`src/rtl/serializer.sv`:
```
// -----------------------------------------------------------------------------
// serializer
//
// Parallel-to-serial stage feeding a 1-bit deserializer. A DATA_W-bit word is
// accepted together with a bit-count modifier. Only the top L bits are shifted
// out, MSB first, one bit per clock, each with a valid strobe.
//
//   L = DATA_W when data_mod_i == 0, otherwise L = data_mod_i.
//   data_mod_i of 1 or 2 is illegal, and such a request is dropped silently.
//
// The first bit appears in the cycle after the acceptance edge. busy_o follows
// the valid strobe exactly. There is one idle cycle between consecutive words.
//
// Optional build macro: SERIALIZER_PARITY_EN
//   When this macro is defined, one extra PARITY cycle follows the data bits.
//   In that cycle ser_data_o carries the even parity (XOR) of the L bits that
//   were sent. When the macro is undefined, the PARITY state and the
//   accumulator are not built.
// -----------------------------------------------------------------------------
module serializer #(
  parameter  int DATA_W = 16,
  localparam int MOD_W  = $clog2(DATA_W)
) (
  input  logic              clk_i,
  input  logic              arst_i,
  input  logic [DATA_W-1:0] data_i,
  input  logic [MOD_W-1:0]  data_mod_i,
  input  logic              data_val_i,
  output logic              ser_data_o,
  output logic              ser_data_val_o,
  output logic              busy_o
);

  // The length and counter width is one bit wider than the modifier, so that
  // the value DATA_W itself can be represented.
  localparam int             LEN_W    = MOD_W + 1;
  localparam logic [LEN_W-1:0] FULL_LEN = LEN_W'(DATA_W);
  localparam logic [LEN_W-1:0] MIN_LEN  = LEN_W'(3);
  localparam logic [LEN_W-1:0] ONE      = LEN_W'(1);

  typedef enum logic [1:0] {
    ST_IDLE   = 2'd0,
    ST_SHIFT  = 2'd1,
    ST_PARITY = 2'd2
  } state_t;

  state_t             state_q;
  logic [DATA_W-1:0]  shift_q;
  logic [LEN_W-1:0]   cnt_q;
  logic               ser_data_q;
  logic               ser_val_q;
  logic               busy_q;
`ifdef SERIALIZER_PARITY_EN
  logic               parity_q;
`endif

  // Request decode: effective length, legality, and the counter start value.
  logic [LEN_W-1:0]   req_len;
  logic [LEN_W-1:0]   req_cnt_d;
  logic               req_legal;
  logic               accept;
  logic [DATA_W-1:0]  shift_next;

  // Decode the incoming request and pre-compute the next shift value.
  always_comb begin
    // NOTE: every always_comb output gets a default value first. A path that
    // leaves a signal unassigned would infer a latch.
    req_len    = {1'b0, data_mod_i};
    req_cnt_d  = '0;
    req_legal  = 1'b0;
    accept     = 1'b0;
    shift_next = shift_q << 1;

    if (data_mod_i == '0) begin
      req_len = FULL_LEN;
    end
    req_legal = (req_len >= MIN_LEN);
    req_cnt_d = req_len - ONE;
    accept    = data_val_i && !busy_q && req_legal;
  end

  // Control FSM. All outputs are registered in this block.
  always_ff @(posedge clk_i or posedge arst_i) begin
    if (arst_i) begin
      // NOTE: the shift register is reset along with the control state. Clearing
      // it costs little, and it keeps the datapath free of X values after reset.
      state_q    <= ST_IDLE;
      shift_q    <= '0;
      cnt_q      <= '0;
      ser_data_q <= 1'b0;
      ser_val_q  <= 1'b0;
      busy_q     <= 1'b0;
`ifdef SERIALIZER_PARITY_EN
      parity_q   <= 1'b0;
`endif
    end else begin
      // NOTE: sequential state uses non-blocking assignments. Every register
      // then updates from the values it had before the edge.
      case (state_q)
        ST_IDLE: begin
          ser_data_q <= 1'b0;
          ser_val_q  <= 1'b0;
          busy_q     <= 1'b0;
          if (accept) begin
            // Bit 0 goes straight to the output register. The counter holds
            // the number of bits still to follow.
            state_q    <= ST_SHIFT;
            shift_q    <= data_i;
            cnt_q      <= req_cnt_d;
            ser_data_q <= data_i[DATA_W-1];
            ser_val_q  <= 1'b1;
            busy_q     <= 1'b1;
`ifdef SERIALIZER_PARITY_EN
            parity_q   <= 1'b0;
`endif
          end
        end

        ST_SHIFT: begin
`ifdef SERIALIZER_PARITY_EN
          // Fold the bit now on the wire into the running parity.
          parity_q <= parity_q ^ ser_data_q;
`endif
          if (cnt_q == '0) begin
            // The output register holds the last data bit.
`ifdef SERIALIZER_PARITY_EN
            state_q    <= ST_PARITY;
            ser_data_q <= parity_q ^ ser_data_q;
            ser_val_q  <= 1'b1;
            busy_q     <= 1'b1;
`else
            state_q    <= ST_IDLE;
            ser_data_q <= 1'b0;
            ser_val_q  <= 1'b0;
            busy_q     <= 1'b0;
`endif
          end else begin
            shift_q    <= shift_next;
            ser_data_q <= shift_next[DATA_W-1];
            cnt_q      <= cnt_q - ONE;
          end
        end

`ifdef SERIALIZER_PARITY_EN
        ST_PARITY: begin
          state_q    <= ST_IDLE;
          ser_data_q <= 1'b0;
          ser_val_q  <= 1'b0;
          busy_q     <= 1'b0;
        end
`endif

        default: begin
          state_q    <= ST_IDLE;
          ser_data_q <= 1'b0;
          ser_val_q  <= 1'b0;
          busy_q     <= 1'b0;
        end
      endcase
    end
  end

  assign ser_data_o     = ser_data_q;
  assign ser_data_val_o = ser_val_q;
  assign busy_o         = busy_q;

endmodule

```
`config.mk`:
```
export PLATFORM = sky130hd
export DESIGN_NAME = serializer
export DESIGN_NICKNAME = d
export VERILOG_FILES = /design/src/rtl/serializer.sv
export SDC_FILE = /design/constraint.sdc
export NUM_CORES = 1
export LEC_CHECK = 0
export ABC_CLOCK_PERIOD_IN_PS = 3900
export BUFFER_PORTS_ARGS = -buffer_cell sky130_fd_sc_hd__clkbuf_2
export CELL_PAD_IN_SITES_DETAIL_PLACEMENT = 0
export CELL_PAD_IN_SITES_GLOBAL_PLACEMENT = 1
export CORE_AREA = 3 3 57 85
export CTS_BUF_LIST = sky130_fd_sc_hd__clkbuf_4
export DETAILED_ROUTE_END_ITERATION = 16
export DIE_AREA = 0 0 60 88
export PLACE_DENSITY_LB_ADDON = 0.05
export SYNTH_ARGS = -nofsm -noshare
export SYNTH_HDL_FRONTEND = slang
export SYNTH_SLANG_ARGS = --single-unit
```
`constraint.sdc`:
```
create_clock -name clk_i -period 3.9 [get_ports clk_i]
set_clock_uncertainty 0.05 [all_clocks]
set_input_delay 1.17 -clock clk_i [delete_from_list [all_inputs] [get_ports clk_i]]
set_output_delay 1.17 -clock clk_i [all_outputs]
set_load 0.02 [all_outputs]
```
==> results of run 1 <==
cell usage after synthesis:
| cell | number | area, um^2 |
|---|---|---|
| mux2_1 | 1 | 11.3 |
| a21boi_1 | 1 | 7.51 |
| o21ai_0 | 1 | 5.00 |
| nand3b_1 | 1 | 7.51 |
| xor2_1 | 1 | 8.76 |
| or2_1 | 1 | 6.26 |
| nor3_1 | 18 | 90.1 |
| xnor2_1 | 2 | 17.5 |
| inv_1 | 2 | 7.51 |
| buf_6 | 2 | 22.5 |
| dfrtp_1 | 23 | 576 |
| o211a_1 | 1 | 10.0 |
| a21oi_1 | 7 | 35.0 |
| a21oi_2 | 9 | 78.8 |
| buf_4 | 1 | 7.51 |
| nor3b_1 | 1 | 7.51 |
| nand2_1 | 4 | 15.0 |
| nand2b_1 | 3 | 18.8 |
| clkbuf_1 | 4 | 15.0 |
| a21o_1 | 1 | 7.51 |
| mux2i_1 | 16 | 160 |
| or4_1 | 1 | 7.51 |
| o2bb2ai_1 | 1 | 8.76 |
| nor2_1 | 3 | 11.3 |
| ha_1 | 1 | 12.5 |
| a221oi_1 | 1 | 8.76 |
| buf_2 | 2 | 10.0 |
| a311oi_1 | 1 | 8.76 |
| a22o_1 | 1 | 8.76 |
| o2111ai_1 | 1 | 8.76 |
| o31ai_1 | 1 | 7.51 |
| o21ai_1 | 1 | 5.00 |
| o31a_1 | 1 | 8.76 |
worst max-delay path: cells and delay by family (launching register included):
kind,cells,cell delay [ns]
AO/OA/AOI/OAI,2,0.55
AND/OR/NAND/NOR,2,0.19
multiplexers,1,0.32
adder cells (fa/ha/maj),1,0.30
flip-flops,1,1.10
cells by family after synthesis:
logic type / count (synthesis)
and+or+nand+nor: 32
AOI/OAI and AO/OA: 28
DFF: 23
adders and majority gates: 1
buffers and inverters: 11
muxes: 17
xor gates and xnor gates: 3
routing by layer:
| layer | wire (um) | part of all wire (%) | up-vias | track usage [%] |
|---|---|---|---|---|
| met3 | 68 | 2.5 | 4 | 1.77 |
| met1 | 1190 | 43 | 441 | 14.2 |
| met4 | 65 | 2.4 | 0 | 6.05 |
| met2 | 1420 | 52 | 15 | 20.3 |
| li1 | - | - | 462 | - |
| met5 | 0 | 0 | - | 0 |
worst paths after layout:
check                                    endpoint
hold / removal               ser_data_o$_DFF_PP0_
setup / recovery             cnt_q[4]$_DFFE_PP0P_
hold reg to reg              ser_data_o$_DFF_PP0_
max in group asynchronous  shift_q[9]$_DFFE_PP0P_
setup reg to reg             cnt_q[4]$_DFFE_PP0P_
min in group asynchronous    cnt_q[1]$_DFFE_PP0P_
cells in the final DEF (no fill, tap or decap), types with 2 or more instances in the layout:
cell,Yosys,layout
clkbuf_4,0,4
a21oi_1,7,7
nor3_1,18,18
a21oi_2,9,9
dfrtp_1,23,23
clkbuf_2,0,25
xnor2_1,2,2
nand2b_1,3,3
inv_1,2,2
nor2_1,3,3
mux2i_1,16,16
nand2_1,4,4
buf_4,1,3
state kept, by name, summed over array words and instances (netlist names):
name and flops:
ser_data_o 1, state_q 1, shift_q 15, busy_o 1
cnt_q 5
power breakdown:
group	internal, mW	switching, mW	total [mW]
Sequential	0.358	0.123	0.480
Clock	0.0468	0.0726	0.119
Combinational	0.253	0.268	0.521
Total	0.658	0.463	1.12
area by class of cell:
class | count | area (um^2) | area share (%)
flip-flops and latches | 23 | 576 | 41.1
clock buffers | 4 | 30.0 | 2.14
repair buffers | 28 | 148 | 10.5
well taps | 46 | 57.6 | 4.11
multi-input cells | 81 | 583 | 41.6
inverters | 2 | 7.51 | 0.536
==> results.md, run 1 <==
- The HPWL after detailed placement is 1.90 mm.
- The arithmetic-cell share of the synthesized area counting full adders, half adders and majority gates is 1.02%.
- The type of the worst setup path is flip-flop to flip-flop.
- The proportion of layout cells with a drive suffix above 1 is between 20% and 30%.
- The number of antenna violations at the first check in global routing is 0.
- The horizontal die dimension is 60 um.
- The number of placed instances, taps included, is 180.
- The worst hold path begins at shift_q[14]$_DFFE_PP0P_.
- The total I/O pin count is 26.
- Clock latency on the worst-skew pair, taken at its later pin, is 0.31 ns.
- The signal on the critical path passes through mux2i_1 -> ha_1 -> nand2b_1 -> a311oi_1 -> nand2_1 -> a221oi_1.
- For flop-to-flop paths, the worst setup slack is 1.29 ns.
- The area share of and/or/nand/nor cells after synthesis is 13.4%.
- The first global-routing pass estimated ~4.8 mm of wire.
- Setup total negative slack on the finished layout was measured at 0 ns.
- The floorplan step defined a core boundary enclosing roughly 4200 um^2.
- Compared with the post-synthesis result, the final layout area differs by 14.8%.
- The largest fanout on the critical path is 24.
- The top achievable clock speed is roughly 380 MHz.
- In the routed design, unresolved DRC markers number 0.
- The path class of the tightest hold or removal check is flip-flop to flip-flop.
- Setup repair after global routing left no endpoint under its margin.
- The final instance area is about 1400 um^2.
- For this design, the slowest cell found on the critical path is dfrtp_1.
- The max-slew violation count came to 0.
- The placed instances occupy a cell area of about 1400 um^2.
- Hold is met by between 0.4 and 0.5 ns.
- The data arrival time at the worst-slack endpoint is 2.76 ns.
- After clock tree synthesis, the flow added hold-fix buffers numbering 0.
- The number of endpoints with negative hold slack in the final report is 0.
- The filler cells instantiated in the layout total 465.
- The maximum vdd ir drop is between 0.3 and 0.4 mV.
- The flow ran to the end, and the final reports show no timing, DRC or antenna violations.
- The final-stage net count is 163.
- The average wire length per cell after detail routing is 15.0 um.
- The static leakage is 0.665 nW.
- Global routing used between 10% and 20% of the available tracks across all layers.
- The number of antenna diodes in the final layout is 0.
- On the worst path, the slowest cell contributes a delay of 1.10 ns.
- Across the run, the number of max-cap violations was 0.
- After synthesis the netlist holds a flip-flop and latch count of 23.
- For this block, the initial DRC count from the detailed router was 19.
- The maximum root-to-sink buffer count is 2.
- The least setup slack across all paths after layout is 1.29 ns.
- The worst setup path is launched from a flip-flop.
- The mux share of post-synthesis cell area is 14.0%.
- Along the worst hold path, the cell count comes to 1.
- After synthesis, the netlist uses 33 different library cells.
- The routed design has 2.75 mm of wire.
- The largest net degree at the start of global routing is 25.
- The number of global-route vias before repair is 1002.
- The routability-driven placement congestion ratio is 0.752.
- After synthesis, flip-flops and latches occupy between 40 and 50% of the total area.
- The area share of xor/xnor cells in the synthesized design is 2.15%.
- Setup violations remaining at the end of the flow were counted as 0.
- The count of input and output buffers is 25.
- Once the clock tree was built, the resizer swapped 0 gates to a different size.
- The post-route antenna net violation count is 0.
- Once the floorplan was initialized, standard cells occupied between 20 and 30% of the core.
- The post-route non-filler standard cell count is roughly 180.
- Clock tree synthesis inserted a total of 3 buffers.
- The routed via count divided by cell count is 5.01.
- TritonCTS built the clock tree.
- The areal power density over the cells is 800 nW/um^2.
- The CTS H-tree depth is 1.
- At the worst endpoint, the required time is 4.05 ns.
- The remaining global-route overflow is 0.
- The buffers inserted during post-CTS setup optimization is 0.
- Averaged over all synthesized cells, the footprint is 10.6 um^2.
- The total via count in the routed design is 922.
- The die outline area is 5280 um^2.
- The number of detailed-route iterations in the first pass is 3.
- CTS saw 23 sinks.
- The compound-cell area share of the yosys netlist is 17.1%.
- The worst register-to-register path has a depth of 6.
- The relative slew slack is 26.4%.
- CTS placed an instance of clkbuf_4 at the clock tree root.
- The share of the cycle needed by the critical path after routing is 66.9%.
- The worst-margin pin slew is 1.10 ns.
- The post-route minimum period is 2.61 ns.
- Prior to clock tree synthesis, the placed netlist has a worst setup slack of 1.13 ns.
- During synthesis, Yosys emitted a total of 0 warnings.
- Summing internal, switching and leakage power gives 1.12 mW.
- The total number of placement rows is 29.
- The clock slew at the register clock pins of the worst setup and hold paths is about 0.12 ns.
- Measured along the y axis, the die boundary spans approximately 88 um.
- The share of the core filled with cells is 33.3%.
- STA classifies the critical path endpoint as a flip-flop.
- After synthesis, the largest family of logic cells by area is compound AO/OA/AOI/OAI gates.
- The number of instances in the synthesized netlist is 115.
- In this run the cell area of the synthesized design comes to between 1000 and 1500 um^2.
- The number of nets in the synthesized netlist is between 100 and 150.
- The launch point of the critical path is state_q[0]$_DFFE_PP0P_.
- The launch instance of the worst register-to-register path is state_q[0]$_DFFE_PP0P_.
No activity file was read; power rests on OpenSTA's default activity.
==> run 2: changes to the inputs <==
--- a/config.mk
+++ b/config.mk
@@ -5,7 +5,7 @@
 export SDC_FILE = /design/constraint.sdc
 export NUM_CORES = 1
 export LEC_CHECK = 0
-export ABC_CLOCK_PERIOD_IN_PS = 3900
+export ABC_CLOCK_PERIOD_IN_PS = 2700
 export BUFFER_PORTS_ARGS = -buffer_cell sky130_fd_sc_hd__clkbuf_2
 export CELL_PAD_IN_SITES_DETAIL_PLACEMENT = 0
 export CELL_PAD_IN_SITES_GLOBAL_PLACEMENT = 1
==> constraint.sdc (replaced) <==
create_clock -name clk_i -period 2.7 [get_ports clk_i]
set_clock_uncertainty 0.05 [all_clocks]
set_input_delay 0.81 -clock clk_i [delete_from_list [all_inputs] [get_ports clk_i]]
set_output_delay 0.81 -clock clk_i [all_outputs]
set_load 0.02 [all_outputs]
==> run 2 against run 1 <==
Effect of this change: global-route usage fell by 0.31 points; final area up 1.6%; sequential share of layout area fell by 0.65 points; critical path depth unchanged; clock power up 45%; non-clock buffer count grew 3; worst setup slack worse by 0.57 ns.
==> results.md, run 2 (synthesis gave the netlist of run 1 again) <==
- STA classifies the critical path startpoint as a flip-flop.
- Compared with the post-synthesis result, the final layout area differs by 16.6%.
- The min-delay analysis places its worst path in the category input port to async pin.
- The number of antenna violations at the first check in global routing is 0.
- In the final routed layout, each cell accounts on average for 14.7 um.
- Data on the critical path is required at its endpoint by 2.86 ns.
- The largest registers in the layout are shift_q: 15 flops, cnt_q: 5 flops.
- Clock-pin slew was measured on the worst setup and hold paths at roughly 0.13 ns.
- Among cell families on the critical path, the largest total delay comes from flip-flops.
- The post-route worst hold slack is approximately 0.45 ns.
- In this run the deepest clock path goes through 2 buffers.
- Clock tree synthesis inserted a total of 3 buffers.
- The clock latency reported for the late side of the worst-skew pair is 0.31 ns.
- TritonCTS built the clock tree.
- For this design, the sink count on the clock tree is 23.
- The number of global-route vias before repair is 984.
- In the layout the commonest cells are 25 x clkbuf_2, 23 x dfrtp_1, 18 x nor3_1.
- The flip-flop count of the largest register after layout is 15.
- The number of max-capacitance violations reported is 0.
- The max-slew violation count was 0.
- The horizontal die dimension is 60 um.
- The area taken by multi-input logic gates is 583 um^2.
- The flow ran to the end, and the final reports show no timing, DRC or antenna violations.
- The largest single stage delay on the critical path is 0.55 ns.
- Timing would allow up to 505 MHz.
- The routability-driven placement congestion ratio is 0.846.
- The floorplan step set the die height to approximately 88 um.
- Including well taps, the total number of placed cells is 183.
- Before antenna repair, the detailed router went through 4 iterations.
- The largest fanout on the critical path is 9.
- STA puts the critical path data arrival time at approximately 2.1 ns.
- The largest individual stage delay along the critical path comes from the cell dfrtp_1.
- The filler cells instantiated in the layout total 446.
- The area of the core is 4210 um^2.
- The storage element area is 576 um^2.
- The critical path goes through mux2i_1 -> ha_1 -> nand2b_1 -> a311oi_1 -> nand2_1 -> a221oi_1.
- The CTS H-tree depth is 1.
- Across the VDD grid, the largest voltage drop is 0.523 mV.
- The worst path needs 1.98 ns of the cycle, external delays included.
- For the pin with the worst max-slew slack, the measured transition is between 0.3 and 0.4 ns.
- The final-stage net count is ~170.
- Once detail routing completed, the nets flagged for antenna violations numbered 0.
- The total I/O pin count is 26.
- The final setup TNS is 0 ns.
- Row generation in the floorplan step produced 29 rows.
- The post-route non-filler standard cell count is 187.
- Wires add up to 2.75 mm.
- The count of input and output buffers is 25.
- Post-CTS repair changed the size of 0 cells.
- The repair_antennas step left the layout with diodes totalling 0.
- The worst setup path is of the flip-flop to flip-flop kind.
- Summed over all cells, the static leakage comes to 0.679 nW.
- The commonest non-fill, non-tap cell in the layout is clkbuf_2.
- The root cell of the clock tree is clkbuf_4.
- The die outline area is 5280 um^2.
- In this run the number of cells on the critical path is 6.
- The number of endpoints with negative hold slack in the final report is 0.
- The remaining global-route overflow is 0.
- The proportion of layout cells with a drive suffix above 1 is 31.2%.
- In this run, post-CTS hold repair placed 0 buffers.
- The total via count in the routed design is around 940.
- The areal power density over the cells is 1150 nW/um^2.
- The routed via count divided by cell count is 5.02.
- The first global-routing pass estimated between 4 and 5 mm of wire.
- After clock tree synthesis, the setup repair step added 0 buffers.
- The DRC marker count from the first detailed-route iteration is 26.
- For this configuration, the core starts out at a cell density of ~29%.
- The HPWL after detailed placement is 1.92 mm.
- The residual DRC count is 0.
- The register with the most flip-flops is shift_q.
- The worst register-to-register path has a depth of 6.
- Entering global routing, the biggest net connects 24 pins.
- The worst path uses 73.3% of the clock period.
- The critical path contains buffers and inverters numbering 0 combined.
- In this run the tightest slew margin relative to its limit is 78.4%.
- The combined global-route utilization of all metal layers is 11.6%.
- The kind of end point of the critical path is a flip-flop.
- Setup repair after global routing left no endpoint under its margin.
- The count of final setup violators is 0.
run 2: cell types whose count changed in the layout (fill, tap and decap cells not counted):
cell   before  now
buf_4       3    6
run 2: area by class of cell:
type | count | share of cell area [%]
tap | 46 | 4.04
sequential | 23 | 40.4
multi-input combinational | 81 | 40.9
clock buffer | 4 | 2.11
timing repair buffer | 31 | 12.0
inverter | 2 | 0.527
run 2: through the flow:
stage               cell area, um^2  util, %  worst slack, ns  power (mW)
detailed placement             1390     33.1            0.416        1.49
global placement               1390     33.1            0.485        1.48
finish                         1420     33.8            0.720        1.64
global route                   1420     33.8            0.439        1.79
floorplan                      1220        -            0.603        1.30
CTS                            1420     33.8            0.676        1.68
run 2: routing by layer:
metal	track usage (%)	part of all wire [%]
met2	19.6	53
met1	14.2	44
met4	5.24	1.1
met3	1.92	2.3
met5	0	0
run 2: worst paths after layout:
kind / slack (ns) / endpoint / startpoint
worst max-delay path: 0.72 / cnt_q[4]$_DFFE_PP0P_ / state_q[0]$_DFFE_PP0P_
worst min-delay path: 0.45 / cnt_q[1]$_DFFE_PP0P_ / arst_i
worst max register to register: 0.72 / cnt_q[4]$_DFFE_PP0P_ / state_q[0]$_DFFE_PP0P_
worst min register to register: 0.46 / ser_data_o$_DFF_PP0_ / shift_q[14]$_DFFE_PP0P_
max in group asynchronous: 1.91 / shift_q[11]$_DFFE_PP0P_ / arst_i
min in group clk_i: 0.46 / ser_data_o$_DFF_PP0_ / shift_q[14]$_DFFE_PP0P_
run 2: worst register-to-register path, delay by kind of cell, from the launching register on:
family | cells | cell delay (ns)
AOI/OAI and AO/OA | 2 | 0.55
adders and majority gates | 1 | 0.29
and+or+nand+nor | 2 | 0.16
DFF | 1 | 0.55
muxes | 1 | 0.29
run 2: where the power goes:
group	total, mW	internal (mW)	switching [mW]	leakage [nW]
Clock	0.172	0.0677	0.104	0.0184
Combinational	0.827	0.380	0.446	0.397
Sequential	0.642	0.518	0.124	0.263
==> run 3: changes to the inputs <==
--- a/config.mk
+++ b/config.mk
@@ -5,14 +5,15 @@
 export SDC_FILE = /design/constraint.sdc
 export NUM_CORES = 1
 export LEC_CHECK = 0
-export ABC_CLOCK_PERIOD_IN_PS = 2700
+export ABC_AREA = 1
+export ABC_CLOCK_PERIOD_IN_PS = 1900
 export BUFFER_PORTS_ARGS = -buffer_cell sky130_fd_sc_hd__clkbuf_2
 export CELL_PAD_IN_SITES_DETAIL_PLACEMENT = 0
 export CELL_PAD_IN_SITES_GLOBAL_PLACEMENT = 1
-export CORE_AREA = 3 3 57 85
+export CORE_AREA = 3 3 58 87
 export CTS_BUF_LIST = sky130_fd_sc_hd__clkbuf_4
 export DETAILED_ROUTE_END_ITERATION = 16
-export DIE_AREA = 0 0 60 88
+export DIE_AREA = 0 0 61 90
 export PLACE_DENSITY_LB_ADDON = 0.05
 export SYNTH_ARGS = -nofsm -noshare
 export SYNTH_HDL_FRONTEND = slang
==> constraint.sdc (replaced) <==
create_clock -name clk_i -period 1.9 [get_ports clk_i]
set_clock_uncertainty 0.05 [all_clocks]
set_input_delay 0.57 -clock clk_i [delete_from_list [all_inputs] [get_ports clk_i]]
set_output_delay 0.57 -clock clk_i [all_outputs]
set_load 0.02 [all_outputs]
==> run 3 against run 2 <==
Effect of this change: routed wire length up 4.8%; sequential power grew 31%; worst setup slack lost 0.41 ns; critical path depth fell by 5; die area grew 4.0%; first-iteration DRC count up 12%; critical endpoint is now busy_o.
==> results.md, run 3 <==
- The synthesized design devotes to its leading area cell type 44.1% of total area.
- The number of global-route vias before repair is 1188.
- The analysis attributes to cell leakage a power of 0.882 nW.
- The CTS H-tree depth is 1.
- Among cell families on the critical path, the largest total delay comes from flip-flops.
- The number of antenna violations at the first check in global routing is 0.
- For this run, the leading register cell type out of synthesis is dfrtp_1.
- For this run the aggregate overflow at the end of global routing stands at 0.
- For this run, the total global-route usage over all layers was measured as 11.9%.
- Counting every sink on the clock net gives 23.
- The maximum vdd ir drop is 0.461 mV.
- The root cell of the clock tree is clkbuf_4.
- Traced cell by cell, the critical path runs through clkbuf_2.
- The DRC marker count from the first detailed-route iteration is 29.
- The number of max-capacitance violations reported is 0.
- The first global-routing pass estimated 5.14 mm of wire.
- In this run, synthesis produced a sequential element count of 23.
- Once the clock tree was built, the resizer swapped 0 gates to a different size.
- The cell with the largest stage delay on the worst path is dfrtp_1.
- The post-route antenna net violation count is 0.
- The data arrival time at the worst-slack endpoint is 0.97 ns.
- The synthesized design spends more area on one cell type than any other, namely dfrtp_1.
- The maximum root-to-sink buffer count is 2.
- The share of the cycle needed by the critical path after routing is a little over four fifths.
- The logic depth of the worst setup path including buffers is 1.
- After floorplanning, the core was divided into 29 placement rows.
- The number of enable flip-flop cells after synthesis is 0.
- The largest net degree at the start of global routing is 27.
- The total via count in the routed design is 1185.
- The most frequent cell after synthesis is nand2_1.
- STA puts the critical path data required time at between 1 and 1.5 ns.
- The number of instances in the synthesized netlist is about 190.
- The HPWL after detailed placement is 2.13 mm.
- Leaving out fill and tap cells, the most frequent cells in the layout are 111 x nand2_1, 25 x clkbuf_2, 23 x dfrtp_1.
- In this run the vertical extent of the chip is 90 um.
- Counting every net in the synthesized netlist gives between 200 and 250.
- Wires add up to ~2.9 mm.
- The endpoint identified for the worst register-to-register timing path is cnt_q[4]$_DFFE_PP0P_.
- The share of the Yosys chip area taken by registers is 44.1%.
- TritonCTS built the clock tree.
- Measured against its own limit, the worst slew margin works out to 79.2%.
- The count of inserted antenna diode cells is 0.
- The area growth from synthesis to final layout is 14.1%.
- The routability-driven placement congestion ratio is 0.812.
- The net count of the finished layout is 239.
- After filler insertion, the fill cell instance count of the layout stands at 501.
- The fraction of registers with async set/reset is 100%.
- After the flow finishes, the layout carries non-filler instances totaling 260.
- The path class of the tightest hold or removal check is input port to async pin.
- The register with the most flip-flops in the layout has 15 of them.
- In this run the register-to-register setup slack is 0.39 ns.
- The area of the core is 4320 um^2.
- Averaged over all synthesized cells, the footprint is 6.94 um^2.
- The flow ran to the end, and the final reports show no timing, DRC or antenna violations.
- The post-layout total power is between 2 and 2.5 mW.
- The max-slew violation count was 0.
- The initial utilization of the core area, before any placement, comes to 30.2%.
- Setup total negative slack on the finished layout was measured at 0 ns.
- Static timing analysis puts the maximum clock frequency at 630 MHz.
- For this run, the detailed router's first-pass iteration total came to 4.
- Counting flops per register, the top entry is shift_q.
- The number of endpoints with negative hold slack in the final report is 0.
- The number of cell instances on the worst register-to-register path is 9.
- The cell area after synthesis is 1310 um^2.
- The type of the worst setup path is flip-flop to primary output.
- The number of cells after detailed placement is 256.
- The die outline area is 5490 um^2.
- The number of warnings printed during yosys synthesis is 0.
- The floorplan step set the die width to 61 um.
- After clock tree synthesis, the clock-pin slew on the worst setup and hold paths is between 0.1 and 0.15 ns.
- In this run the tool buffered the top-level ports with 25 buffer cells.
- The worst path buffer plus inverter count is 1.
- Dividing the detail-routed via count by the number of cells gives approximately 4.6.
- In this run the count of I/O pins placed on the die edge is 26.
- The launch instance of the worst register-to-register path is state_q[0]$_DFFE_PP0P_.
- The count of different cell masters after synthesis is 20.
- Timing analysis after detailed placement gives a worst setup slack of 0.137 ns.
- The kind of end point of the critical path is a primary output.
- After layout, the worst setup slack is between 0.3 and 0.4 ns.
- By area the synthesized netlist is led by dfrtp_1 44%, nand2_1 32%, nand3_1 4.2%, inv_1 3.7%, o21ai_1 1.9%.
- For this design the ratio of total power to cell area is 1620 nW/um^2.
- Counting the buffers created by CTS gives 3.
- The largest fanout on the critical path is 4.
- Counting instances in the post-synthesis netlist gives the leading cell types as 111 x nand2_1, 23 x dfrtp_1, 13 x inv_1.
- Leaving out fill and tap cells, the most frequent cell in the layout is nand2_1.
- Setup repair after global routing left no endpoint under its margin.
- In the final layout, the registers with the most flip-flops are shift_q: 15 flops, cnt_q: 5 flops.
- The average wire length per cell after detail routing is 11.1 um.
- The post-route netlist has 18.7% of its cells at a drive strength greater than 1.
- For this design, the CTS-stage hold fixing added 0 buffers.
- The buffers inserted during post-CTS setup optimization is 0.
- The clock period could shrink to 1.59 ns.
- The sort of element at the start of the critical path is a flip-flop.
- The highest cell delay on the worst timing path is 0.46 ns.
- In the routed design, unresolved DRC markers number 0.
- Clock latency on the worst-skew pair, taken at its later pin, is 0.31 ns.
- The count of final setup violators is 0.
- The worst-margin pin slew is 0.313 ns.
[run 3: stage by stage]
step                util, %  hold slack [ns]  instance area, um^2
floorplan                 -            0.392                 1310
global placement       33.8            0.404                 1460
detailed placement     33.8            0.409                 1460
CTS                    34.5            0.200                 1490
global route           34.5            0.222                 1490
finish                 34.5            0.210                 1490
[run 3: layout make-up]
class	instances	area (um^2)	share of cell area, %
Clock buffer	3	22.5	1.51
Clock inverter	1	5.00	0.336
Inverter	15	58.8	3.95
Timing Repair Buffer	30	163	10.9
Multi-Input combinational cell	142	607	40.8
Sequential cell	23	576	38.7
Tap cell	46	57.6	3.87
[run 3: power breakdown]
| part | internal [mW] | switching (mW) |
|---|---|---|
| clock network | 0.0785 | 0.148 |
| logic | 0.465 | 0.873 |
| registers | 0.717 | 0.124 |
[run 3: routing by layer]
metal | vias to the layer above | track usage [%] | routed length (um)
met1 | 535 | 14.3 | 1220
met2 | 23 | 20.4 | 1510
met4 | 0 | 4.88 | 44
met5 | - | 0 | 0
li1 | 623 | - | -
met3 | 4 | 1.58 | 100
[run 3: worst max-delay path by stage]
stage	start	endpoint	slack, ns
5_1_grt	state_q[0]$_DFFE_PP0P_	cnt_q[4]$_DFFE_PP0P_	0.23
2_1_floorplan	state_q[0]$_DFFE_PP0P_	cnt_q[4]$_DFFE_PP0P_	0.43
3_5_place_dp	data_mod_i[2]	cnt_q[4]$_DFFE_PP0P_	0.14
6_report	busy_o$_DFFE_PP0P_	busy_o	0.31
3_3_place_gp	data_mod_i[2]	cnt_q[4]$_DFFE_PP0P_	0.17
4_1_cts	busy_o$_DFFE_PP0P_	busy_o	0.26
[run 3: logic make-up after synthesis]
group | count (synthesis) | synth area share, %
and+or+nand+nor | 132 | 41.8
buffers and inverters | 23 | 9.40
DFF | 23 | 44.1
AOI/OAI and AO/OA | 8 | 3.07
xor gates and xnor gates | 1 | 0.671
adders and majority gates | 1 | 0.959
[run 3: worst reg2reg max path, cell delays in order, from the launching register on]
cell and delay [ns]:
dfrtp_1 0.45, inv_2 0.12, nand2_1 0.06, nand2_1 0.12
ha_1 0.23, nand3_1 0.09, nor2_1 0.09, nand2_1 0.06
nand3_1 0.08, nand2_1 0.06
